$ cat src/rtl/mbinit_pkg.sv
// Sideband codes and state encoding shared by the MBINIT REVERSALMB initiator and responder.
package mbinit_pkg;

  localparam logic [3:0] SB_REVMB_INIT_REQ     = 4'b0001;
  localparam logic [3:0] SB_REVMB_INIT_RESP    = 4'b0010;
  localparam logic [3:0] SB_REVMB_CLR_ERR_REQ  = 4'b0011;
  localparam logic [3:0] SB_REVMB_CLR_ERR_RESP = 4'b0100;
  localparam logic [3:0] SB_REVMB_RESULT_REQ   = 4'b0101;
  localparam logic [3:0] SB_REVMB_RESULT_RESP  = 4'b0110;
  localparam logic [3:0] SB_REVMB_DONE_REQ     = 4'b0111;
  localparam logic [3:0] SB_REVMB_DONE_RESP    = 4'b1000;

  typedef enum logic [2:0] {
    ST_IDLE      = 3'd0,
    ST_WAIT_REQ  = 3'd1,
    ST_WAIT_BUSY = 3'd2,
    ST_SEND_RESP = 3'd3,
    ST_DONE      = 3'd4
  } revmb_state_e;

  function automatic logic is_revmb_req(input logic [3:0] code);
    case (code)
      SB_REVMB_INIT_REQ,
      SB_REVMB_CLR_ERR_REQ,
      SB_REVMB_RESULT_REQ,
      SB_REVMB_DONE_REQ: return 1'b1;
      default:           return 1'b0;
    endcase
  endfunction

  // Every REVERSALMB response code sits one above its request code.
  function automatic logic [3:0] revmb_resp_of(input logic [3:0] req);
    return req + 4'd1;
  endfunction

endpackage

$ cat src/rtl/reversalmb_result_log.sv
// 16-bit lane-pass log: clear, OR-accumulate while enabled, hold otherwise (frozen).
module reversalmb_result_log (
  input  logic        clk,
  input  logic        rst,
  input  logic        i_clear,
  input  logic        i_acc_en,
  input  logic [15:0] i_lane_pass,
  output logic [15:0] o_log
);

  logic [15:0] log_q;
  logic [15:0] log_d;

  always_comb begin
    log_d = log_q;
    if (i_clear) begin
      log_d = '0;
    end else if (i_acc_en) begin
      log_d = log_q | i_lane_pass;
    end
  end

  always_ff @(posedge clk or posedge rst) begin
    if (rst) begin
      log_q <= '0;
    end else begin
      log_q <= log_d;
    end
  end

  assign o_log = log_q;

endmodule

$ cat src/rtl/reversalmb_responder.sv
// Partner-side responder for the MBINIT.REVERSALMB sideband handshake.
// state        | meaning
// ST_IDLE      | disabled, everything cleared
// ST_WAIT_REQ  | waiting for a request (timeout runs once init_resp went out)
// ST_WAIT_BUSY | response latched, sideband TX still busy
// ST_SEND_RESP | response valid until the busy falling edge
// ST_DONE      | done_resp sent, hold until enable drops
module reversalmb_responder
  import mbinit_pkg::*;
#(
  parameter int                   TIMEOUT_W      = 24,
  parameter logic [TIMEOUT_W-1:0] TIMEOUT_CYCLES = 24'd8_000_000
) (
  input  logic        CLK,
  input  logic        rst,
  input  logic        i_REPAIRVAL_end,
  input  logic [3:0]  i_Rx_SbMessage,
  input  logic        i_msg_valid,
  input  logic        i_Busy_SideBand,
  input  logic        i_falling_edge_busy,
  input  logic [15:0] i_lane_pass,
  input  logic        i_lane_result_valid,
  output logic [3:0]  o_TX_SbMessage,
  output logic        o_ValidOutDatat_Module,
  output logic [15:0] o_REVERSAL_Result_logged,
  output logic        o_LaneID_Compare_En,
  output logic        o_MBINIT_REVERSALMB_Resp_end,
  output logic        o_train_error_req_responder,
  output logic        o_protocol_error
);

  localparam logic [TIMEOUT_W-1:0] TMR_RELOAD = TIMEOUT_CYCLES - TIMEOUT_W'(1);

  revmb_state_e         state_q, state_d;
  logic [3:0]           resp_q, resp_d;
  logic [3:0]           pend_q, pend_d;
  logic                 pend_v_q, pend_v_d;
  logic                 cmp_en_q, cmp_en_d;
  logic                 perr_q, perr_d;
  logic                 init_done_q, init_done_d;
  logic [TIMEOUT_W-1:0] tmr_q, tmr_d;
  logic                 tx_valid_q, tx_valid_d;
  logic [3:0]           tx_msg_q, tx_msg_d;
  logic                 resp_end_q, resp_end_d;
  logic                 train_err_q, train_err_d;

  logic                 req_hit;
  logic                 send_exit;
  logic                 pend_take;
  logic                 log_clr;

  assign req_hit = i_msg_valid && is_revmb_req(i_Rx_SbMessage) &&
                   (state_q inside {ST_WAIT_REQ, ST_WAIT_BUSY, ST_SEND_RESP});
  assign send_exit = (state_q == ST_SEND_RESP) && i_falling_edge_busy && !i_Busy_SideBand;

  always_comb begin
    state_d     = state_q;
    resp_d      = resp_q;
    pend_d      = pend_q;
    pend_v_d    = pend_v_q;
    cmp_en_d    = cmp_en_q;
    perr_d      = perr_q;
    init_done_d = init_done_q;
    tmr_d       = TMR_RELOAD;
    train_err_d = 1'b0;
    pend_take   = 1'b0;
    log_clr     = 1'b0;

    if (!i_REPAIRVAL_end || state_q == ST_IDLE) begin
      resp_d      = '0;
      pend_d      = '0;
      pend_v_d    = 1'b0;
      cmp_en_d    = 1'b0;
      perr_d      = 1'b0;
      init_done_d = 1'b0;
      log_clr     = 1'b1;
      state_d     = i_REPAIRVAL_end ? ST_WAIT_REQ : ST_IDLE;
    end else begin
      if (req_hit) begin
        if (i_Rx_SbMessage == SB_REVMB_CLR_ERR_REQ) begin
          log_clr  = 1'b1;
          cmp_en_d = 1'b1;
        end
        if (i_Rx_SbMessage == SB_REVMB_RESULT_REQ) begin
          cmp_en_d = 1'b0;
        end
      end

      case (state_q)
        ST_WAIT_REQ: begin
          // A request caught on the SEND_RESP exit edge is served before new ones.
          if (pend_v_q) begin
            resp_d    = pend_q;
            pend_v_d  = 1'b0;
            pend_take = 1'b1;
            state_d   = i_Busy_SideBand ? ST_WAIT_BUSY : ST_SEND_RESP;
          end else if (req_hit) begin
            resp_d  = revmb_resp_of(i_Rx_SbMessage);
            state_d = i_Busy_SideBand ? ST_WAIT_BUSY : ST_SEND_RESP;
          end else if (init_done_q) begin
            if (tmr_q == '0) begin
              train_err_d = 1'b1;
              state_d     = ST_IDLE;
            end else begin
              tmr_d = tmr_q - TIMEOUT_W'(1);
            end
          end
        end
        ST_WAIT_BUSY: begin
          if (!i_Busy_SideBand) begin
            state_d = ST_SEND_RESP;
          end
        end
        ST_SEND_RESP: begin
          if (send_exit) begin
            if (resp_q == SB_REVMB_INIT_RESP) begin
              init_done_d = 1'b1;
            end
            if (resp_q == SB_REVMB_DONE_RESP) begin
              state_d = ST_DONE;
            end else if (pend_v_q) begin
              resp_d    = pend_q;
              pend_v_d  = 1'b0;
              pend_take = 1'b1;
              state_d   = ST_WAIT_BUSY;
            end else begin
              state_d = ST_WAIT_REQ;
            end
          end
        end
        ST_DONE: begin
          state_d = ST_DONE;
        end
        default: begin
          state_d = ST_IDLE;
        end
      endcase

      if (req_hit && (state_q != ST_WAIT_REQ || pend_v_q)) begin
        if (pend_v_q && !pend_take) begin
          perr_d = 1'b1;
        end
        pend_d   = revmb_resp_of(i_Rx_SbMessage);
        pend_v_d = 1'b1;
      end
    end

    tx_valid_d = (state_d == ST_SEND_RESP);
    tx_msg_d   = tx_valid_d ? resp_d : 4'b0000;
    resp_end_d = (state_d == ST_DONE);
  end

  always_ff @(posedge CLK or posedge rst) begin
    if (rst) begin
      state_q     <= ST_IDLE;
      resp_q      <= '0;
      pend_q      <= '0;
      pend_v_q    <= 1'b0;
      cmp_en_q    <= 1'b0;
      perr_q      <= 1'b0;
      init_done_q <= 1'b0;
      tmr_q       <= TMR_RELOAD;
      tx_valid_q  <= 1'b0;
      tx_msg_q    <= '0;
      resp_end_q  <= 1'b0;
      train_err_q <= 1'b0;
    end else begin
      state_q     <= state_d;
      resp_q      <= resp_d;
      pend_q      <= pend_d;
      pend_v_q    <= pend_v_d;
      cmp_en_q    <= cmp_en_d;
      perr_q      <= perr_d;
      init_done_q <= init_done_d;
      tmr_q       <= tmr_d;
      tx_valid_q  <= tx_valid_d;
      tx_msg_q    <= tx_msg_d;
      resp_end_q  <= resp_end_d;
      train_err_q <= train_err_d;
    end
  end

  reversalmb_result_log u_result_log (
    .clk         (CLK),
    .rst         (rst),
    .i_clear     (log_clr),
    .i_acc_en    (cmp_en_q && i_lane_result_valid),
    .i_lane_pass (i_lane_pass),
    .o_log       (o_REVERSAL_Result_logged)
  );

  assign o_TX_SbMessage               = tx_msg_q;
  assign o_ValidOutDatat_Module       = tx_valid_q;
  assign o_LaneID_Compare_En          = cmp_en_q;
  assign o_MBINIT_REVERSALMB_Resp_end = resp_end_q;
  assign o_train_error_req_responder  = train_err_q;
  assign o_protocol_error             = perr_q;

endmodule

$ cat config.mk
export PLATFORM = sky130hd
export DESIGN_NAME = reversalmb_responder
export DESIGN_NICKNAME = d
export VERILOG_FILES = /design/src/rtl/mbinit_pkg.sv /design/src/rtl/reversalmb_result_log.sv /design/src/rtl/reversalmb_responder.sv
export SDC_FILE = /design/constraint.sdc
export NUM_CORES = 1
export LEC_CHECK = 0
export CAP_MARGIN = 20
export CORE_AREA = 2 2 84 86
export DETAILED_ROUTE_END_ITERATION = 10
export DIE_AREA = 0 0 86 88
export GPL_TIMING_DRIVEN = 1
export PLACE_DENSITY_LB_ADDON = 0.3
export SETUP_SLACK_MARGIN = 0.1
export SYNTH_ARGS = -nofsm -noshare
export SYNTH_HDL_FRONTEND = slang
export SYNTH_SLANG_ARGS = --single-unit
export TNS_END_PERCENT = 5
$ cat constraint.sdc
create_clock -name CLK -period 2 [get_ports CLK]
set_input_delay 0.4 -clock CLK [delete_from_list [all_inputs] [get_ports CLK]]
set_output_delay 0.4 -clock CLK [all_outputs]
set_load 0.02 [all_outputs]
# Yosys cells after proc, flatten, opt, wreduce, memory -nomap -nowiden
# Cells that the tools add are included.
[word_totals] ff_bits=62 inputBits=27 output_inout_bits=25 wordCells=121
[op_classes] addsub=2 n_eq_ne=15 muxes=61 n_bitwise=1 reduce_logical=29
[op_table] operator="two-way mux 24 bit" count=6
[op_table] operator="two-way mux 4 bit" count=9
[op_table] operator="two-way mux 16 bit" count=2
[op_table] operator="two-way mux 1 bit" count=31
[op_table] operator="zero test 24 bit" count=1
[op_table] operator="two-way mux 3 bit" count=8
[op_table] operator="subtractor 24 x 1 -> 24 bit (second input constant)" count=1
[op_table] operator="OR 16 bit" count=1
[op_table] operator="nonzero test 2 bit" count=7
[op_table] operator="one-hot mux 3 bit (4 select lines)" count=1
[op_table] operator="== test 3 x 2 -> 1 bit (second input constant)" count=3
[op_table] operator="== test 4 x 2 -> 1 bit (second input constant)" count=2
[op_table] operator="== test 4 x 3 -> 1 bit (second input constant)" count=2
[op_table] operator="one-hot mux 4 bit (2 select lines)" count=1
[op_table] operator="logical AND 1 bit" count=7
[op_table] operator="== test 3 bit (second input constant)" count=2
[op_table] operator="AND reduction 3 bit" count=2
[op_table] operator="nonzero test 3 bit" count=2
[op_table] operator="adder 4 x 1 -> 4 bit (second input constant)" count=1
[op_table] operator="== test 4 x 1 -> 1 bit (second input constant)" count=1
[op_table] operator="== test 4 bit (second input constant)" count=1
[op_table] operator="inequality test 4 x 2 -> 1 bit (second input constant)" count=1
[op_table] operator="inequality test 4 x 3 -> 1 bit (second input constant)" count=1
[op_table] operator="one-hot mux 1 bit (2 select lines)" count=2
[op_table] operator="9 further kinds" count=13

# Longest topological paths before layout
# Gate-level depths: netlist of run 1.
[depth] word_depth=11 depth_mapped=8 ltp_nobuf=7

# Cells and area by module
# Synthesis of run 1 repeated with hierarchy kept, for this count alone.
[unflattened] cells_unflattened=312 area_unflattened_um2=3099.2
[modules_own_cells] mod="reversalmb_responder" instances=1 cells_each=259 area_each_um2=2469.9 seq_area_each_um2=1169.9
[modules_own_cells] mod="reversalmb_result_log" instances=1 cells_each=53 area_each_um2=629.4 seq_area_each_um2=400.4

# Least setup slack after synthesis of run 1
# Ideal clock, no wire load.
[synth_timing] path_kind="reg2reg" from="register tmr_q[0]" to="register tx_msg_q[1], in the netlist o_TX_SbMessage[1]" setup_ps=148 t_arrival_ps=1760 setup_slack_ps=92 stages_incl_launch_ff=8 n_path_buf=0 path_cell_list="dfstp_2 -> inv_1 -> ha_1 -> or4b_2 -> nor4_2 -> a31oi_1 -> o21ai_2 -> a311oi_1"
[synth_between] elab_chain_cells=9
[synth_lines] item="start, declared" line="reversalmb_responder.sv:41" rtl="logic [TIMEOUT_W-1:0] tmr_q, tmr_d;"
[synth_lines] item="start signal, assigned" line="reversalmb_responder.sv:175" rtl="tmr_q <= tmr_d;"
[synth_lines] item="zero test 24 bit" line="reversalmb_responder.sv:101" rtl="if (tmr_q == '0) begin"
[synth_lines] item="two-way mux 3 bit" line="reversalmb_responder.sv:101"
[synth_lines] item="two-way mux 3 bit" line="reversalmb_responder.sv:100" rtl="end else if (init_done_q) begin"
[synth_lines] item="two-way mux 3 bit" line="reversalmb_responder.sv:97" rtl="end else if (req_hit) begin"
[synth_lines] item="two-way mux 3 bit" line="reversalmb_responder.sv:92" rtl="if (pend_v_q) begin"
[synth_lines] item="one-hot mux 3 bit (4 select lines)" line="reversalmb_responder.sv:89" rtl="case (state_q)"
[synth_lines] item="two-way mux 3 bit" line="reversalmb_responder.sv:69" rtl="if (!i_REPAIRVAL_end || state_q == ST_IDLE) begin"
[synth_lines] item="== test 3 x 2 -> 1 bit" line="reversalmb_responder.sv:148" rtl="tx_valid_d = (state_d == ST_SEND_RESP);"
[synth_lines] item="two-way mux 4 bit" line="reversalmb_responder.sv:149" rtl="tx_msg_d = tx_valid_d ? resp_d : 4'b0000;"
[synth_lines] item="net tx_msg_d[1]" line="reversalmb_responder.sv:43" rtl="logic [3:0] tx_msg_q, tx_msg_d;"
[synth_lines] item="end signal, assigned" line="reversalmb_responder.sv:177" rtl="tx_msg_q <= tx_msg_d;"
[synth_lines] item="end, declared" line="reversalmb_responder.sv:43"
# The timed path passes the listed nets, and every way through them passes these cells.
# A chain may end at the register's enable or synchronous reset.

# Final worst setup path of run 1
[layout_timing] from="register tmr_q[5]" to="register tmr_q[14]"
[layout_between] elab_chain_cells=7 word_cells_on_any_way=8 cone_classes="add/sub (1); mux (6); reduce/logical (1)"
[layout_lines] item="subtractor 24 x 1 -> 24 bit or zero test 24 bit (tied branches)" line="reversalmb_responder.sv:105, reversalmb_responder.sv:101"
[layout_lines] item="two-way mux 24 bit *" line="reversalmb_responder.sv:101"
[layout_lines] item="two-way mux 24 bit *" line="reversalmb_responder.sv:100"
[layout_lines] item="two-way mux 24 bit *" line="reversalmb_responder.sv:97"
[layout_lines] item="two-way mux 24 bit *" line="reversalmb_responder.sv:92"
[layout_lines] item="two-way mux 24 bit *" line="reversalmb_responder.sv:89"
[layout_lines] item="two-way mux 24 bit *" line="reversalmb_responder.sv:69"
[layout_lines] item="net tmr_d[14]" line="reversalmb_responder.sv:41"
# Mark *: on every way through the listed nets, which the timed path passes. The rest lies on a longest branch.

==> run summary, run 1 <==
Final period util - 0.979
Synth area leaders - dfrtp_1, dfstp_2, nor2_1
Pwr dens - 553 nW/um2
Mux contribution to synthesized area - 0.00322
GP Congestion - 0.892
CP max stage cell - or4_4
CP Launch Type - flop
Worst Path Buf+Inv - 1
Crit path kind - flop to flop
EDFF count, synth - 0
Asr flop ratio synth - 1.00
Period minus WS final - 1.96 ns
Vias in the first global route - 2676
Combinational fraction of design power - 0.093
I/O pins - 52
DRC viols - 0
P_leak - 0.00177 uW
Worst setup EP type - flop
VDD IR max - 348 uV
Net Sw Power - 599 uW
CTS tree - built
Max stage delay on crit path - 0.54 ns
Clock skew - 0.00812 ns
Die area - 7570 um2
Via Count - 2696
Slew margin rel. - 0.742
Run status - finished clean
Gr usage total - 0.213
DRT iter0 DRCs - 139
Antenna cell count - 0
HPWL after DPL - 5120 um
Worst Hold Class - primary input to asynchronous set/reset pin
CTS Hold Bufs - 0
Maximum clock insertion buffer count - 2
Via density - 5.45
Largest family of logic cells by synthesized area - simple AND/OR/NAND/NOR gates
Synth Area in Compound Gates - 0.137
PortBufs - 51
Adder-cell share of the synthesized area - 0.0161
Dominant cell type by area after synthesis - dfrtp_1
Syn nets - 336
Post-synthesis sequential area ratio - 0.505
Clock Latency Late Sink - 0.33 ns
Core footprint - 6640 um2
DRT Pass-1 Iters - 4
Final Setup Violations - 0
Sw Ratio - 0.245
Chip width - 86 um
Critical Path Fanout Max - 4
Top cell type's share of synthesized area - 0.378
Max_cap viols - 0
Synthesized area - 3110 um2
Post-synthesis xor/xnor area fraction - 0.0592
Share of cells above drive strength 1 - 0.282
Detailed Route WL - 7570 um
Reg power frac - 0.516
Placement Cell Area - 4020 um2
Cts bufs inserted - 9
Mapped Cells - 305
Fmax - 511 MHz
Clock sinks - 62
CP top delay family - simple AND/OR/NAND/NOR gates
Clock slew at reported path FFs - 0.07 ns
Grt ovf - 0
Area growth from synthesis to final layout - 42.5%
Simple-gate share of the synthesized area - 0.254
Number of synthesized register bits - 62
Internal - 1850 uW
Final Max Slew Viols - 0
Synth unique cells - 60
RSZ-0062 raised after global routing - true
Clk root buf - clkbuf_8
Initial antenna violation count - 0
Crit path required time - 2.22 ns
Post-layout util - 0.667
YS warnings - 0
CTS H-Tree Depth - 3
Antenna-violating nets left - 0
Wire length per cell - 15.3 um
Final nets - 441
First-pass GRT wire length - 12700 um
Starting density of the core - 0.468
Final hold vios - 0
Chip height - 88 um
Post-route cell area - 4430 um2
Setup TNS - 0 ns
Clock network power share - 0.391
Largest net degree at the start of global routing - 47
Average size of a mapped cell - 10.2 um2
Ys flop type - dfrtp_1
CP Cell Sequence - or4_4 > buf_4 > or3_4 > nor3_2 > xnor2_1 > nor2_2
Num rows - 30
Slew @ Worst Pin - 0.386 ns
WP data arrival - 2.17 ns
power groups by stage:
stage               Combinational, uW  Sequential (uW)  Clock (uW)
finish                            228             1260         957
global route                      250             1260        1050
CTS                               220             1260         986
detailed placement                214             1290           0
global placement                  211             1290           0
floorplan                        96.6             1290           0
path summary, 6_finish.rpt:
path                                            start               endpoint  slack, ns  depth (start not counted)
worst max-delay path                         tmr_q[5]              tmr_q[14]       0.04                          6
worst min-delay path                              rst  u_result_log.o_log[3]       0.49                          3
worst max register to register               tmr_q[5]              tmr_q[14]       0.04                          6
worst min register to register  u_result_log.o_log[1]  u_result_log.o_log[1]       0.49                          2
max in group asynchronous                         rst              tmr_q[22]       1.24                          3
min in group CLK                u_result_log.o_log[1]  u_result_log.o_log[1]       0.49                          2
kinds of logic after synthesis:
group	Yosys count
simple gates	134
compound gates	65
flops	62
xor+xnor	21
buf+inv	18
fa+ha+maj	4
mux	1
cell type report:
cell class / instances / area [um2]
timing repair buffer: 104 / 957
fill: 514 / 2210
tap: 80 / 100
clock inverter: 4 / 22.5
inverter: 8 / 33.8
sequential: 62 / 1570
multi-input combinational: 225 / 1600
clock buffer: 12 / 145
worst register-to-register path: stages, from the launching register on:
cell and delay [ns]:
dfstp_2 0.39, or4_4 0.54, buf_4 0.16, or3_4 0.40, nor3_2 0.14, xnor2_1 0.16
nor2_2 0.05
cell usage after synthesis, types with 4 or more instances:
master,n
xnor2_1,9
xor2_1,12
or3_1,4
o211ai_1,4
nand2b_1,5
nand3_1,8
buf_2,4
inv_1,8
nor2_1,43
a21oi_1,26
nand3b_1,4
clkbuf_1,5
nand2_1,24
ha_1,4
nor3_1,5
dfstp_2,15
dfrtp_1,47
nor2b_1,4
o21ai_0,8
registers in the layout (all words and copies together), names as in the netlist, 3 cells and up:
register,cells
resp_q,4
u_result_log.o_log,16
o_TX_SbMessage,4
pend_q,4
tmr_q,24
state_q,3
cells in the final DEF (no fill, tap or decap), types with 3 or more instances in the layout:
| cell | n |
|---|---|
| clkdlybuf4s50_1 | 51 |
| buf_4 | 49 |
| dfrtp_1 | 47 |
| nor2_1 | 39 |
| a21oi_1 | 26 |
| nand2_1 | 23 |
| dfstp_2 | 15 |
| xor2_1 | 12 |
| clkbuf_8 | 10 |
| xnor2_1 | 9 |
| nand3_1 | 8 |
| o21ai_0 | 8 |
| inv_1 | 5 |
| nor3_1 | 5 |
| nand3b_1 | 4 |
| nand2b_1 | 4 |
| o211ai_1 | 4 |
| nor2b_1 | 4 |
| or4_4 | 3 |
| nor4_4 | 3 |
| nand4b_1 | 3 |
| nor2_4 | 3 |
| nor4_1 | 3 |
| or3_1 | 3 |
| o21a_1 | 3 |
| and2_1 | 3 |
| a211oi_1 | 3 |
| clkinv_2 | 3 |
per-layer routing:
layer | routed length, um | vias up | global-route usage | part of all wire
li1 | - | 1294 | - | -
met1 | 3390 | 1330 | 0.278 | 0.45
met2 | 3880 | 64 | 0.353 | 0.51
met3 | 244 | 8 | 0.0368 | 0.032
met4 | 57 | 0 | 0.0823 | 0.0075
met5 | 0 | - | 0 | 0
through the flow:
step                      std cells  total power [uW]  hold WS, ns  setup WS, ns
final                           495              2450        0.489        0.0425
after floorplan                 305              1380        0.433        0.0918
after detailed placement        469              1500        0.487        -0.179
after global routing            495              2560        0.488       -0.0312
after CTS                       493              2470        0.472        0.0253
after global placement          469              1500        0.474       -0.0689
what timing repair did:
| item | 4_1_cts | 5_1_grt |
|---|---|---|
| cloned | 1 | 0 |
| gates resized for setup | 15 | 14 |
| endpoints found under the setup margin | 31 | 34 |
| setup buffers | 7 | 2 |
| pin swaps | 9 | 21 |
Power figures use the tool's default switching activity.
==> run 2, diff against run 1 <==
--- a/config.mk
+++ b/config.mk
@@ -5,7 +5,7 @@
 export SDC_FILE = /design/constraint.sdc
 export NUM_CORES = 1
 export LEC_CHECK = 0
-export CAP_MARGIN = 20
+export CAP_MARGIN = 30
 export CORE_AREA = 2 2 84 86
 export DETAILED_ROUTE_END_ITERATION = 10
 export DIE_AREA = 0 0 86 88
==> results of run 2 <==
Same layout as run 1: the final DEF is identical, and so are final timing and power.
==> run 3, diff against run 2 <==
--- a/config.mk
+++ b/config.mk
@@ -6,9 +6,9 @@
 export NUM_CORES = 1
 export LEC_CHECK = 0
 export CAP_MARGIN = 30
-export CORE_AREA = 2 2 84 86
+export CORE_AREA = 2 2 79 81
 export DETAILED_ROUTE_END_ITERATION = 10
-export DIE_AREA = 0 0 86 88
+export DIE_AREA = 0 0 81 83
 export GPL_TIMING_DRIVEN = 1
 export PLACE_DENSITY_LB_ADDON = 0.3
 export SETUP_SLACK_MARGIN = 0.1
==> constraint.sdc (replaced) <==
create_clock -name CLK -period 2.4 [get_ports CLK]
set_input_delay 0.48 -clock CLK [delete_from_list [all_inputs] [get_ports CLK]]
set_output_delay 0.48 -clock CLK [all_outputs]
set_load 0.02 [all_outputs]
==> run 3 against run 2 <==
Utilization is 0.98 points higher. Via count down 6.2%. Sequential cell count did not move. Global-route usage up 0.59 points. Highest routed layer unchanged. Sequential share of layout area rose by 4.5 points. Count of clock-buffer cells in the layout shrank 3. Combinational power down 33%. Critical path depth grew 1.
==> run summary, run 3 (synthesis results as in run 1) <==
Run status - finished clean
DRT iter0 DRCs - 139
Wire length per cell - 15.2 um
Power, Total - 2130 uW
Max reg flops - 24
DRC viols - 0
Via density - 5.69
Net Sw Power - 522 uW
Final Max Slew Viols - 0
Core footprint - 5820 um2
Period minus WS final - 2.14 ns
Worst Hold Class - primary input to asynchronous set/reset pin
Antenna cell count - 0
Crit path kind - flop to flop
Slew margin rel. - 0.606
Post-CTS setup buffers - 0
Chip width - 81 um
DRT Pass-1 Iters - 5
Area growth from synthesis to final layout - 26.5%
HPWL after DPL - 4850 um
Post-layout util - 0.676
Clock Latency Late Sink - 0.34 ns
Final Setup Violations - 0
Clk root buf - clkbuf_8
Chip height - 83 um
P_leak - 0.00152 uW
Largest Register - tmr_q
First-pass GRT wire length - 11500 um
WP data arrival - 2.33 ns
Clock sinks - 62
CP Launch Type - flop
Crit path required time - 2.59 ns
Antenna-violating nets left - 0
GP Congestion - 0.870
Pwr dens - 540 nW/um2
Fillers - 465
Clock network power share - 0.430
Die area - 6720 um2
RSZ-0062 raised after global routing - false
CTS H-Tree Depth - 3
Worst setup EP type - flop
Sw Ratio - 0.246
PortBufs - 51
Hold slack - 0.456 ns
Clock slew at reported path FFs - 0.08 ns
Fmax - 468 MHz
Num rows - 28
Maximum clock insertion buffer count - 2
Combinational fraction of design power - 0.072
Slew @ Worst Pin - 0.591 ns
Critical Path Fanout Max - 5
Final hold vios - 0
Initial antenna violation count - 0
VDD IR max - 318 uV
Gr usage total - 0.218
Share of cells above drive strength 1 - 0.165
I/O pins - 52
CTS Hold Bufs - 0
Commonest non-fill, non-tap cells in the layout - clkdlybuf4s50_1, dfrtp_1, nor2_1
Most common library cell in the layout ignoring fill and taps - clkdlybuf4s50_1
Via Count - 2530
CTS tree - built
Largest net degree at the start of global routing - 43
Final period util - 0.890
Grt ovf - 0
CTS resizes - 0
Starting density of the core - 0.535
Clock skew - 0.0113 ns
Max_cap viols - 0
Internal - 1600 uW
Final nets - 396
Setup TNS - 0 ns
Vias in the first global route - 2522
Detailed Route WL - 6780 um
Cts bufs inserted - 9
Reg power frac - 0.498
-- run 3: final cells by class --
type / instances / area [um2] / area share
multi-input cells: 225 / 1460 / 0.371
clock inverters: 7 / 73.8 / 0.0188
repair buffers: 59 / 583 / 0.148
well taps: 75 / 93.8 / 0.0239
flip-flops and latches: 62 / 1570 / 0.399
inverters: 8 / 30.0 / 0.00763
clock buffers: 9 / 124 / 0.0315
-- run 3: power groups by stage --
| stage | Clock, uW | Combinational, uW | Sequential, uW |
|---|---|---|---|
| after CTS | 938 | 155 | 1060 |
| after global routing | 989 | 171 | 1060 |
| final | 914 | 153 | 1060 |
| after detailed placement | 0 | 154 | 1080 |
| after floorplan | 0 | 80.2 | 1070 |
| after global placement | 0 | 152 | 1080 |
-- run 3: worst paths after layout --
path                            startpoint                     end  slack (ns)  cells after the start
worst max-delay path              tmr_q[0]       o_TX_SbMessage[1]        0.26                      7
worst min-delay path                   rst  u_result_log.o_log[12]        0.46                      2
worst max register to register    tmr_q[0]       o_TX_SbMessage[1]        0.26                      7
worst min register to register    tmr_q[0]                tmr_q[0]        0.47                      1
max in group asynchronous              rst               tmr_q[21]        1.30                      3
min in group CLK                  tmr_q[0]                tmr_q[0]        0.47                      1
-- run 3: critical path: stages, from the launching register on --
cell      delay (ns)
dfstp_2         0.38
inv_1           0.08
ha_1            0.14
or4b_2          0.60
nor4_2          0.27
a31oi_1         0.18
o21ai_2         0.27
a311oi_1        0.07
-- run 3: per-stage QoR --
| step | setup slack [ns] | cell area [um2] | instances |
|---|---|---|---|
| 4_1_cts | 0.248 | 3930 | 445 |
| 2_1_floorplan | 0.403 | 3110 | 305 |
| 5_1_grt | 0.124 | 3930 | 445 |
| 3_3_place_gp | 0.192 | 3740 | 429 |
| 3_5_place_dp | 0.129 | 3740 | 429 |
| 6_report | 0.263 | 3930 | 445 |
-- run 3: metal layers --
layer / routed length [um] / vias up / global-route usage
met5: 0 / - / 0
met4: 109 / 0 / 0.0786
met3: 381 / 11 / 0.0565
met2: 3360 / 69 / 0.351
met1: 2940 / 1245 / 0.283
li1: - / 1205 / -
